### src/rtl/branch_unit_if.sv
`default_nettype none
// ============================================================================
// Module   : branch_unit_if
// Brief    : Decode-side request and fetch-side result channels of branch_unit.
//            Carries req_pred_taken only when BRANCH_PREDICT_EN is defined.
// Revision : 1.0 - initial release
// ============================================================================
interface branch_unit_if #(
    parameter int ADDR_W = 16,
    parameter int OFF_W  = 8,
    parameter int NCNT   = 4
);
    logic                     req_valid;
    logic                     req_ready;
    logic [3:0]               req_cond;
    logic [ADDR_W-1:0]        req_pc;
    logic [OFF_W-1:0]         req_off;
    logic [$clog2(NCNT)-1:0]  req_cnt_sel;
`ifdef BRANCH_PREDICT_EN
    logic                     req_pred_taken;
`endif
    logic                     res_valid;
    logic                     res_ready;
    logic                     res_taken;
    logic [ADDR_W-1:0]        res_target;
    logic                     res_flush;

    modport slave (
`ifdef BRANCH_PREDICT_EN
        input  req_pred_taken,
`endif
        input  req_valid, req_cond, req_pc, req_off, req_cnt_sel, res_ready,
        output req_ready, res_valid, res_taken, res_target, res_flush
    );

    modport master (
`ifdef BRANCH_PREDICT_EN
        output req_pred_taken,
`endif
        output req_valid, req_cond, req_pc, req_off, req_cnt_sel, res_ready,
        input  req_ready, res_valid, res_taken, res_target, res_flush
    );
endinterface
`default_nettype wire

### src/rtl/branch_unit.sv
`default_nettype none
// ============================================================================
// Module   : branch_unit
// Brief    : Registered branch resolution stage: flag register, condition
//            evaluation, DBNZ loop counters, target generation and flush.
//            Optional macro BRANCH_PREDICT_EN adds prediction check/counter.
// Revision : 1.0 - initial release
// ============================================================================
module branch_unit #(
    parameter int ADDR_W = 16,
    parameter int OFF_W  = 8,
    parameter int NCNT   = 4,
    parameter int CNT_W  = 8
) (
    input  wire logic                    clk,
    input  wire logic                    reset,
    input  wire logic [3:0]              flags_in,
    input  wire logic                    flags_we,
    output logic      [3:0]              flags_q,
    input  wire logic                    cnt_we,
    input  wire logic [$clog2(NCNT)-1:0] cnt_wsel,
    input  wire logic [CNT_W-1:0]        cnt_wdata,
`ifdef BRANCH_PREDICT_EN
    output logic      [15:0]             mispredict_cnt,
`endif
    branch_unit_if.slave                 bus
);
    localparam int         c_SEL_W     = $clog2(NCNT);
    localparam logic [3:0] c_COND_DBNZ = 4'd15;

    logic [3:0]        r_flags;
    logic [CNT_W-1:0]  r_cnt [NCNT];
    logic              r_res_valid;
    logic              r_res_taken;
    logic [ADDR_W-1:0] r_res_target;
    logic              r_res_pred;

    logic [3:0]        w_flags;
    logic              w_n, w_z, w_v, w_c;
    logic              w_accept;
    logic              w_is_dbnz;
    logic [CNT_W-1:0]  w_cnt_dec;
    logic              w_taken;
    logic [ADDR_W-1:0] w_off_ext;
    logic [ADDR_W-1:0] w_pc_next;
    logic [ADDR_W-1:0] w_target;

    assign bus.req_ready = ~r_res_valid | bus.res_ready;
    assign w_accept      = bus.req_valid & bus.req_ready;
    assign w_is_dbnz     = (bus.req_cond == c_COND_DBNZ);

    // A flag write in the accepting cycle is bypassed into the evaluation.
    assign w_flags = flags_we ? flags_in : r_flags;
    assign w_c     = w_flags[0];
    assign w_v     = w_flags[1];
    assign w_z     = w_flags[2];
    assign w_n     = w_flags[3];

    assign w_cnt_dec = r_cnt[bus.req_cnt_sel] - CNT_W'(1);

    always_comb begin
        w_taken = 1'b0;
        case (bus.req_cond)
            4'd0:    w_taken = w_z;
            4'd1:    w_taken = ~w_z;
            4'd2:    w_taken = w_n ^ w_v;
            4'd3:    w_taken = ~(w_n ^ w_v);
            4'd4:    w_taken = w_c;
            4'd5:    w_taken = ~w_c;
            4'd6:    w_taken = w_v;
            4'd7:    w_taken = ~w_v;
            4'd8:    w_taken = w_n;
            4'd9:    w_taken = ~w_n;
            4'd10:   w_taken = ~w_z & ~(w_n ^ w_v);
            4'd11:   w_taken = w_z | (w_n ^ w_v);
            4'd12:   w_taken = ~w_c & ~w_z;
            4'd13:   w_taken = w_c | w_z;
            4'd14:   w_taken = 1'b1;
            default: w_taken = (w_cnt_dec != '0);
        endcase
    end

    assign w_off_ext = ADDR_W'($signed(bus.req_off));
    assign w_pc_next = bus.req_pc + ADDR_W'(1);
    assign w_target  = w_taken ? (w_pc_next + w_off_ext) : w_pc_next;

    always_ff @(posedge clk or posedge reset) begin
        if (reset) begin
            r_flags <= '0;
        end else if (flags_we) begin
            r_flags <= flags_in;
        end
    end

    // A software write to the counter being decremented takes priority.
    always_ff @(posedge clk or posedge reset) begin
        if (reset) begin
            for (int i = 0; i < NCNT; i++) r_cnt[i] <= '0;
        end else begin
            for (int i = 0; i < NCNT; i++) begin
                if (cnt_we && (cnt_wsel == c_SEL_W'(i))) begin
                    r_cnt[i] <= cnt_wdata;
                end else if (w_accept && w_is_dbnz && (bus.req_cnt_sel == c_SEL_W'(i))) begin
                    r_cnt[i] <= w_cnt_dec;
                end
            end
        end
    end

    always_ff @(posedge clk or posedge reset) begin
        if (reset) begin
            r_res_valid  <= 1'b0;
            r_res_taken  <= 1'b0;
            r_res_target <= '0;
            r_res_pred   <= 1'b0;
        end else if (w_accept) begin
            r_res_valid  <= 1'b1;
            r_res_taken  <= w_taken;
            r_res_target <= w_target;
`ifdef BRANCH_PREDICT_EN
            r_res_pred   <= bus.req_pred_taken;
`else
            r_res_pred   <= 1'b0;
`endif
        end else if (bus.res_ready) begin
            r_res_valid  <= 1'b0;
        end
    end

    assign flags_q        = r_flags;
    assign bus.res_valid  = r_res_valid;
    assign bus.res_taken  = r_res_taken;
    assign bus.res_target = r_res_target;

`ifdef BRANCH_PREDICT_EN
    logic [15:0] r_mis_cnt;

    // Count a mispredict once, when its result is consumed; saturate.
    always_ff @(posedge clk or posedge reset) begin
        if (reset) begin
            r_mis_cnt <= '0;
        end else if (r_res_valid && bus.res_ready && (r_res_taken != r_res_pred)
                     && (r_mis_cnt != 16'hFFFF)) begin
            r_mis_cnt <= r_mis_cnt + 16'd1;
        end
    end

    assign mispredict_cnt = r_mis_cnt;
    assign bus.res_flush  = r_res_valid & (r_res_taken != r_res_pred);
`else
    assign bus.res_flush  = r_res_valid & r_res_taken;
`endif
endmodule
`default_nettype wire

### src/flat_wrapper.sv
// flat-port wrapper written by rule: the top's interface ports become plain ports
module branch_unit_flat 
#(
    parameter int ADDR_W = 16,
    parameter int OFF_W  = 8,
    parameter int NCNT   = 4,
    parameter int CNT_W  = 8
)
  (clk, reset, flags_in, flags_we, flags_q, cnt_we, cnt_wsel, cnt_wdata, bus_req_valid, bus_req_cond, bus_req_pc, bus_req_off, bus_req_cnt_sel, bus_res_ready, bus_req_ready, bus_res_valid, bus_res_taken, bus_res_target, bus_res_flush);
  branch_unit_if #(.ADDR_W(ADDR_W), .OFF_W(OFF_W), .NCNT(NCNT)) bus_i ();
  input  wire logic clk;
  input  wire logic reset;
  input  wire logic [3:0] flags_in;
  input  wire logic flags_we;
  output logic      [3:0] flags_q;
  input  wire logic cnt_we;
  input  wire logic [$clog2(NCNT)-1:0] cnt_wsel;
  input  wire logic [CNT_W-1:0] cnt_wdata;
  input wire logic [$bits(bus_i.req_valid)-1:0] bus_req_valid;
  input wire logic [$bits(bus_i.req_cond)-1:0] bus_req_cond;
  input wire logic [$bits(bus_i.req_pc)-1:0] bus_req_pc;
  input wire logic [$bits(bus_i.req_off)-1:0] bus_req_off;
  input wire logic [$bits(bus_i.req_cnt_sel)-1:0] bus_req_cnt_sel;
  input wire logic [$bits(bus_i.res_ready)-1:0] bus_res_ready;
  output wire logic [$bits(bus_i.req_ready)-1:0] bus_req_ready;
  output wire logic [$bits(bus_i.res_valid)-1:0] bus_res_valid;
  output wire logic [$bits(bus_i.res_taken)-1:0] bus_res_taken;
  output wire logic [$bits(bus_i.res_target)-1:0] bus_res_target;
  output wire logic [$bits(bus_i.res_flush)-1:0] bus_res_flush;
  assign bus_i.req_valid = bus_req_valid;
  assign bus_i.req_cond = bus_req_cond;
  assign bus_i.req_pc = bus_req_pc;
  assign bus_i.req_off = bus_req_off;
  assign bus_i.req_cnt_sel = bus_req_cnt_sel;
  assign bus_i.res_ready = bus_res_ready;
  assign bus_req_ready = bus_i.req_ready;
  assign bus_res_valid = bus_i.res_valid;
  assign bus_res_taken = bus_i.res_taken;
  assign bus_res_target = bus_i.res_target;
  assign bus_res_flush = bus_i.res_flush;
  branch_unit #(.ADDR_W(ADDR_W), .OFF_W(OFF_W), .NCNT(NCNT), .CNT_W(CNT_W)) u_core (.clk(clk), .reset(reset), .flags_in(flags_in), .flags_we(flags_we), .flags_q(flags_q), .cnt_we(cnt_we), .cnt_wsel(cnt_wsel), .cnt_wdata(cnt_wdata), .bus(bus_i));
endmodule
### config.mk
export PLATFORM = sky130hd
export DESIGN_NAME = branch_unit_flat
export DESIGN_NICKNAME = d
export VERILOG_FILES = /design/src/rtl/branch_unit_if.sv /design/src/rtl/branch_unit.sv /design/src/flat_wrapper.sv
export SDC_FILE = /design/constraint.sdc
export NUM_CORES = 1
export LEC_CHECK = 0
export CAP_MARGIN = 10
export CORE_ASPECT_RATIO = 1.5
export CORE_MARGIN = 2
export CORE_UTILIZATION = 60
export DETAILED_ROUTE_END_ITERATION = 8
export DONT_BUFFER_PORTS = 1
export GPL_TIMING_DRIVEN = 0
export PLACE_DENSITY = 0.82
export SLEW_MARGIN = 20
export SYNTH_ARGS = -nofsm -noshare
export SYNTH_HDL_FRONTEND = slang
export SYNTH_SLANG_ARGS = --single-unit
### constraint.sdc
create_clock -name clk -period 3.95 [get_ports clk]
set_input_delay 0.1975 -clock clk [delete_from_list [all_inputs] [get_ports clk]]
set_output_delay 0.1975 -clock clk [all_outputs]
set_load 0.01 [all_outputs]
* Yosys cells after proc, flatten, opt, wreduce, memory -nomap -nowiden
Cells that the tools add are included.
** Storage, ports and cells
- Register bits after elaboration :: 54
- Output and inout bits :: 24
- Bits of input ports :: 50
- Word-level logic and storage cells :: 82
** Cells by class
- Equal/unequal tests :: 21
- Bitwise operators :: 15
- Mux-type cells :: 16
- Magnitude comparators :: 1
- Reductions and logical operators :: 18
- $add $sub $neg :: 3
** Operators with widths (number)
- 2-to-1 mux 8 bit :: 10
- equality test 4 bit (second input constant) :: 8
- adder 16 x 1 -> 16 bit (second input constant) :: 1
- adder 16 bit :: 1
- binary-select mux 8 bit (select 2 bit) :: 1
- equality test 4 x 3 -> 1 bit (second input constant) :: 4
- 2-to-1 mux 16 bit :: 1
- case mux 1 bit (15 select lines) :: 1
- nonzero test 2 bit :: 5
- logical AND 1 bit :: 9
- equality test 2 bit (second input constant) :: 4
- equality test 4 x 2 -> 1 bit (second input constant) :: 2
- nonzero test 8 bit :: 1
- subtractor 8 x 1 -> 8 bit (second input constant) :: 1
- inverter 1 bit :: 6
- bitwise AND 1 bit :: 4
- equality test 2 x 1 -> 1 bit (second input constant) :: 2
- equality test 4 x 1 -> 1 bit (second input constant) :: 1
- logical NOT 2 bit :: 2
- logical NOT 4 bit :: 1
- 2-to-1 mux 4 bit :: 1
- greater-or-equal comparator 3 bit (second input constant) :: 1
- inverter 2 -> 3 bit :: 1
- bitwise OR 1 bit :: 3
- 2 further kinds :: 3

* Longest topological paths before layout
- Word-level depth :: 8
- Mapped depth :: 12
- Gate-level depth less buffers :: 12

* Worst setup path after synthesis
No wires, ideal clock.
- Kind :: in2reg
- Start point :: input port bus_req_cnt_sel[0]
- End point :: register u_core.r_res_target[14] (netlist: u_core.bus.res_target[14])
- Path buffers :: 2
- Required time :: 3824 ps
- Stages :: 10
- Setup slack :: 975 ps
- Arrival time :: 2849 ps
- Library setup time :: 126 ps
- Cell sequence :: buf_2 > mux4_2 > inv_1 > ha_1 > or3b_4 > o31a_1 > nor4_2 > a21oi_2 > buf_6 > a221o_1
** On the way
- Longest elaborated chain between the ends :: 8
** RTL lines
- from (decl) :: RTL line flat_wrapper.sv:23 : input wire logic [$bits(bus_i.req_cnt_sel)-1:0] bus_req_cnt_sel;
- inverter 2 -> 3 bit (implied by the code) :: RTL line branch_unit.sv:59 : assign w_cnt_dec = r_cnt[bus.req_cnt_sel] - CNT_W'(1);
- binary-select mux 8 bit (select 2 bit) :: RTL line branch_unit.sv:59
- 2-to-1 mux 8 bit (implied by the code) (2 in a row) :: RTL line branch_unit.sv:59
- subtractor 8 x 1 -> 8 bit :: RTL line branch_unit.sv:59
- nonzero test 8 bit :: RTL line branch_unit.sv:79 : default: w_taken = (w_cnt_dec != '0);
- case mux 1 bit (15 select lines) :: RTL line branch_unit.sv:63 : case (bus.req_cond)
- 2-to-1 mux 16 bit :: RTL line branch_unit.sv:85 : assign w_target = w_taken ? (w_pc_next + w_off_ext) : w_pc_next;
- to (signal assigned) :: RTL line branch_unit.sv:119 : r_res_target <= w_target;
- to (decl) :: RTL line branch_unit.sv:35 : logic [ADDR_W-1:0] r_res_target;
Every way passes these cells. The select of a mux whose other input is x is not followed.
A chain may end at the register's enable or synchronous reset.

* Worst setup path in the final report
- Start point :: register u_core.r_cnt[0] (netlist bit)
- End point :: register u_core.r_res_target[3] (netlist: u_core.bus.res_target[3])
** On the way
- Longest elaborated chain between the ends :: 7
** RTL lines
- from (decl) :: RTL line branch_unit.sv:32 : logic [CNT_W-1:0] r_cnt [NCNT];
- from (signal, indexed assignment) :: RTL line branch_unit.sv:102 : r_cnt[i] <= cnt_wdata;
- from (signal, indexed assignment) :: RTL line branch_unit.sv:104 : r_cnt[i] <= w_cnt_dec;
- binary-select mux 8 bit (select 2 bit) :: RTL line branch_unit.sv:59
- 2-to-1 mux 8 bit (implied by the code) (2 in a row) :: RTL line branch_unit.sv:59
- subtractor 8 x 1 -> 8 bit :: RTL line branch_unit.sv:59
- nonzero test 8 bit :: RTL line branch_unit.sv:79
- case mux 1 bit (15 select lines) :: RTL line branch_unit.sv:63
- 2-to-1 mux 16 bit :: RTL line branch_unit.sv:85
Every way passes these cells. The select of a mux whose other input is x is not followed.

==> metrics.txt <==
# TYPE chip_impl_metric gauge
chip_impl_metric{name="num_cts_buffers",unit=""} 5
chip_impl_metric{name="filler_cell_count",unit=""} 520
chip_impl_metric{name="cp_max_fo",unit=""} 10
chip_impl_metric{name="power.combinational.fraction",unit="%"} 32.1
chip_impl_metric{name="placeableCoreArea",unit="um^2"} 6530
chip_impl_metric{name="period_share",unit="%"} 81.3
chip_impl_info{name="critPathSlowestCell",value="sky130_fd_sc_hd__mux4_2"} 1
chip_impl_metric{name="critPathMaxStageDelay",unit="ns"} 0.57
chip_impl_metric{name="power_frac_clock",unit="%"} 23.1
chip_impl_metric{name="ant_nets",unit=""} 0
chip_impl_metric{name="ioPinCount",unit=""} 74
chip_impl_metric{name="num_rows",unit=""} 36
chip_impl_metric{name="netlist_area_pre_place",unit="um^2"} 4070
chip_impl_metric{name="clk_pin_slew",unit="ns"} 0.10
chip_impl_info{name="cts_root_buffer",value="sky130_fd_sc_hd__clkbuf_8"} 1
chip_impl_metric{name="drtPass1Iterations",unit=""} 5
chip_impl_info{name="dominantRegCellSynth",value="sky130_fd_sc_hd__dfrtp_1"} 1
chip_impl_metric{name="half_perimeter_wire_length_of_the_detailed_placement_result",unit="um"} 7450
chip_impl_metric{name="detail_route.wl_per_cell",unit="um"} 18.3
chip_impl_metric{name="post_synthesis_cell_type_count",unit=""} 52
chip_impl_metric{name="placed_cell_area",unit="um^2"} 4170
chip_impl_metric{name="cp.arrival",unit="ns"} 3.40
chip_impl_metric{name="clk_latency",unit="ns"} 0.32
chip_impl_metric{name="drc_errors",unit=""} 0
chip_impl_metric{name="tritoncts_num_sinks",unit=""} 54
chip_impl_metric{name="drt-initial-drc-count",unit=""} 269
chip_impl_metric{name="report.final.setup_viol",unit=""} 0
chip_impl_metric{name="die-area",unit="um^2"} 7470
chip_impl_metric{name="leakagePower",unit="nW"} 1.89
chip_impl_info{name="rsz0062_at_grt",value="false"} 1
chip_impl_info{name="setup.worst_path.end_class",value="flip-flop"} 1
chip_impl_metric{name="first_global_vias",unit=""} 3548
chip_impl_metric{name="grt_ovf",unit=""} 0
chip_impl_metric{name="final-max-slew-violation-count",unit=""} 0
chip_impl_metric{name="seq_pwr_share",unit="%"} 44.8
chip_impl_metric{name="dpl.cell_count",unit=""} 539
chip_impl_metric{name="layout-area-overhead-vs-synth",unit="%"} 8.02
chip_impl_metric{name="finalNonFillerCells",unit=""} 559
chip_impl_metric{name="critical_path_buf_inv_count",unit=""} 2
chip_impl_metric{name="drive_above_1_share",unit="%"} 7.04
chip_impl_metric{name="layout.nets",unit=""} 555
chip_impl_metric{name="final.min_clock_period",unit="ns"} 3.21
chip_impl_metric{name="worst-slew-pin-transition",unit="ns"} 1.02
chip_impl_metric{name="port_buffers",unit=""} 0
chip_impl_metric{name="power.density",unit="nW/um^2"} 376
chip_impl_metric{name="h-tree-depth",unit=""} 2
chip_impl_metric{name="syn_area_per_cell",unit="um^2"} 8.79
chip_impl_info{name="setup_crit_path_kind",value="flip-flop to flip-flop"} 1
chip_impl_metric{name="power_switching",unit="mW"} 0.573
chip_impl_info{name="critical_path_start_type",value="flip-flop"} 1
chip_impl_metric{name="synthesis.instances",unit=""} 463
chip_impl_metric{name="antenna-diode-count",unit=""} 0
chip_impl_info{name="cts_tree",value="built"} 1
chip_impl_metric{name="synthArstFlopShare",unit="%"} 100
chip_impl_metric{name="slew-limit-headroom",unit="%"} 32.1
chip_impl_metric{name="finalWeightedCongestion",unit=""} 0.922
chip_impl_metric{name="num_vias",unit=""} 3600
chip_impl_info{name="violations_in_the_final_reports",value="negative hold slack"} 1
chip_impl_metric{name="totalNegativeSetupSlack",unit="ns"} 0
chip_impl_info{name="family_of_cells_with_the_greatest_summed_delay_on_the_critical_path",value="simple AND/OR/NAND/NOR gates"} 1
chip_impl_metric{name="internal_power",unit="mW"} 1.08
chip_impl_metric{name="cp.required",unit="ns"} 4.14
chip_impl_metric{name="final-hold-violation-count",unit=""} 1
chip_impl_metric{name="fp.dieW",unit="um"} 71.3
chip_impl_metric{name="hold_slack",unit="ns"} -0.000529
chip_impl_metric{name="fin_total_pwr",unit="mW"} 1.65
chip_impl_metric{name="cts_hold_buffers",unit=""} 9
chip_impl_metric{name="postCtsResizedCells",unit=""} 0
chip_impl_metric{name="dieHeight",unit="um"} 105
chip_impl_info{name="run_status",value="complete, but fails checks"} 1
chip_impl_metric{name="timing.max_cap.violations",unit=""} 0
chip_impl_metric{name="gr-usage-all-layers",unit="%"} 28.3
chip_impl_metric{name="p_sw_share",unit="%"} 34.7
chip_impl_metric{name="postSynthNetCount",unit=""} 536
chip_impl_metric{name="viasPerCell",unit=""} 6.44
chip_impl_metric{name="floorplan.initialDensity",unit="%"} 62.3
chip_impl_metric{name="final_wirelength",unit="um"} 10300
chip_impl_metric{name="number_of_synthesized_flops_with_an_enable_pin",unit=""} 0
chip_impl_metric{name="ys_warn_count",unit=""} 0
chip_impl_metric{name="clock-skew-final",unit="ns"} 0.00418
chip_impl_metric{name="ffs_latches_synth",unit=""} 54
chip_impl_metric{name="postCtsSetupRepairBufs",unit=""} 0
chip_impl_info{name="cp_cell_sequence",value="mux4_2, inv_1, ha_1, or3b_4, o31a_1, nor4_2, a21oi_2, buf_6, mux2i_1, o21ai_0"} 1
chip_impl_metric{name="finish.instance_area",unit="um^2"} 4400
chip_impl_metric{name="grt_pass1_wl",unit="um"} 16600
chip_impl_metric{name="maximum_number_of_pins_on_one_net_before_global_route_repair",unit=""} 55
chip_impl_info{name="min_path_type",value="primary input to flip-flop"} 1
chip_impl_metric{name="reg2reg_slack",unit="ns"} 0.74
chip_impl_metric{name="ys_seq_area_share",unit="%"} 33.2
chip_impl_metric{name="fmax",unit="MHz"} 311
chip_impl_metric{name="ir_drop",unit="uV"} 206
chip_impl_metric{name="grt_antenna_before_repair",unit=""} 0
chip_impl_metric{name="clockBufferDepth",unit=""} 2
==> layout make-up <==
type | instances | area [um^2] | area share, %
timing repair buffer | 12 | 120 | 2.73
clock buffer | 5 | 68.8 | 1.56
clock inverter | 3 | 40.0 | 0.910
tap | 76 | 95.1 | 2.16
inverter | 10 | 40.0 | 0.910
buffer | 18 | 83.8 | 1.91
sequential | 54 | 1350 | 30.7
multi-input combinational | 381 | 2600 | 59.1
==> cell usage in the layout, fill, tap and decap left out, types with 6 or more instances in the layout <==
cell type,n
sky130_fd_sc_hd__nand2_1,77
sky130_fd_sc_hd__dfrtp_1,54
sky130_fd_sc_hd__o21ai_0,53
sky130_fd_sc_hd__nor2_1,31
sky130_fd_sc_hd__mux2i_1,30
sky130_fd_sc_hd__ha_1,22
sky130_fd_sc_hd__xnor2_1,20
sky130_fd_sc_hd__a21oi_1,19
sky130_fd_sc_hd__nand3_1,15
sky130_fd_sc_hd__xor2_1,13
sky130_fd_sc_hd__nor3_1,12
sky130_fd_sc_hd__dlygate4sd3_1,12
sky130_fd_sc_hd__inv_1,9
sky130_fd_sc_hd__clkbuf_1,9
sky130_fd_sc_hd__and3_1,8
sky130_fd_sc_hd__mux4_2,8
sky130_fd_sc_hd__mux2_2,7
sky130_fd_sc_hd__buf_1,6
==> sequential cells by signal, indices dropped and copies added, names as in the netlist <==
name	flops
u_core.bus.res_target	16
u_core.r_cnt	32
u_core.flags_q	4
u_core.bus.res_taken	1
u_core.bus.res_valid	1
==> through the flow <==
| step | util (%) | setup slack [ns] |
|---|---|---|
| final | 67.3 | 0.739 |
| after global routing | 67.3 | 0.581 |
| after CTS | 66.9 | 0.717 |
| after detailed placement | 63.8 | 0.541 |
| after global placement | 63.8 | 0.591 |
| after floorplan | - | 0.975 |
==> worst paths after layout <==
check / start / endpoint / cells after the start
worst max-delay path: u_core.r_cnt[0] / u_core.bus.res_target[3] / 10
worst min-delay path: cnt_wdata[3] / u_core.r_cnt[3] / 2
worst max register to register: u_core.r_cnt[0] / u_core.bus.res_target[3] / 10
worst min register to register: u_core.bus.res_target[12] / u_core.bus.res_target[12] / 2
max in group asynchronous: reset / u_core.r_cnt[18] / 2
min in group asynchronous: reset / u_core.bus.res_target[2] / 2
==> power by group through the flow <==
| stage | clock (mW) | combinational (mW) | sequential, mW |
|---|---|---|---|
| floorplan | 0 | 0.420 | 0.730 |
| global placement | 0 | 0.496 | 0.748 |
| detailed placement | 0 | 0.514 | 0.751 |
| CTS | 0.385 | 0.527 | 0.741 |
| global route | 0.404 | 0.594 | 0.752 |
| finish | 0.382 | 0.531 | 0.740 |
==> logic make-up (layout without fill, tap and decap cells) <==
family,count (synthesis),in the layout,synth area share [%]
mux,45,45,13.7
compound gates,101,101,14.8
buf+inv,28,48,2.98
flops,54,54,33.2
simple gates,179,179,20.9
xor+xnor,33,33,7.10
fa+ha+maj,23,23,7.25
==> cell usage after synthesis, drive strengths merged (4+ instances only) <==
master / count / area [um^2]
nand4: 4 / 25.0
clkbuf: 9 / 33.8
buf: 9 / 50.0
and2: 5 / 31.3
mux2i: 30 / 300
xnor2: 20 / 175
mux2: 7 / 78.8
dfrtp: 54 / 1350
nand3b: 4 / 30.0
and3: 8 / 50.1
nor4: 5 / 37.5
mux4: 8 / 180
o21ai: 53 / 265
nand2: 77 / 289
xor2: 13 / 114
ha: 22 / 275
nand3: 15 / 75.1
nor2: 31 / 116
inv: 10 / 37.5
nor3: 13 / 70.1
a21oi: 20 / 104
==> worst register-to-register path, cell delays in order, from the launching register on <==
cell and delay (ns):
sky130_fd_sc_hd__dfrtp_1 0.39, sky130_fd_sc_hd__mux4_2 0.57, sky130_fd_sc_hd__inv_1 0.09, sky130_fd_sc_hd__ha_1 0.18
sky130_fd_sc_hd__or3b_4 0.41, sky130_fd_sc_hd__o31a_1 0.33, sky130_fd_sc_hd__nor4_2 0.53, sky130_fd_sc_hd__a21oi_2 0.10
sky130_fd_sc_hd__buf_6 0.18, sky130_fd_sc_hd__mux2i_1 0.20, sky130_fd_sc_hd__o21ai_0 0.10
==> per-layer routing <==
layer | wire length [um] | GRT usage [%] | vias to the layer above
met2 | 5470 | 49.5 | 132
li1 | - | - | 1716
met4 | 322 | 13.7 | 0
met1 | 3860 | 32.4 | 1725
met5 | 0 | 0 | -
met3 | 597 | 5.21 | 27
Power figures use the tool's default switching activity.
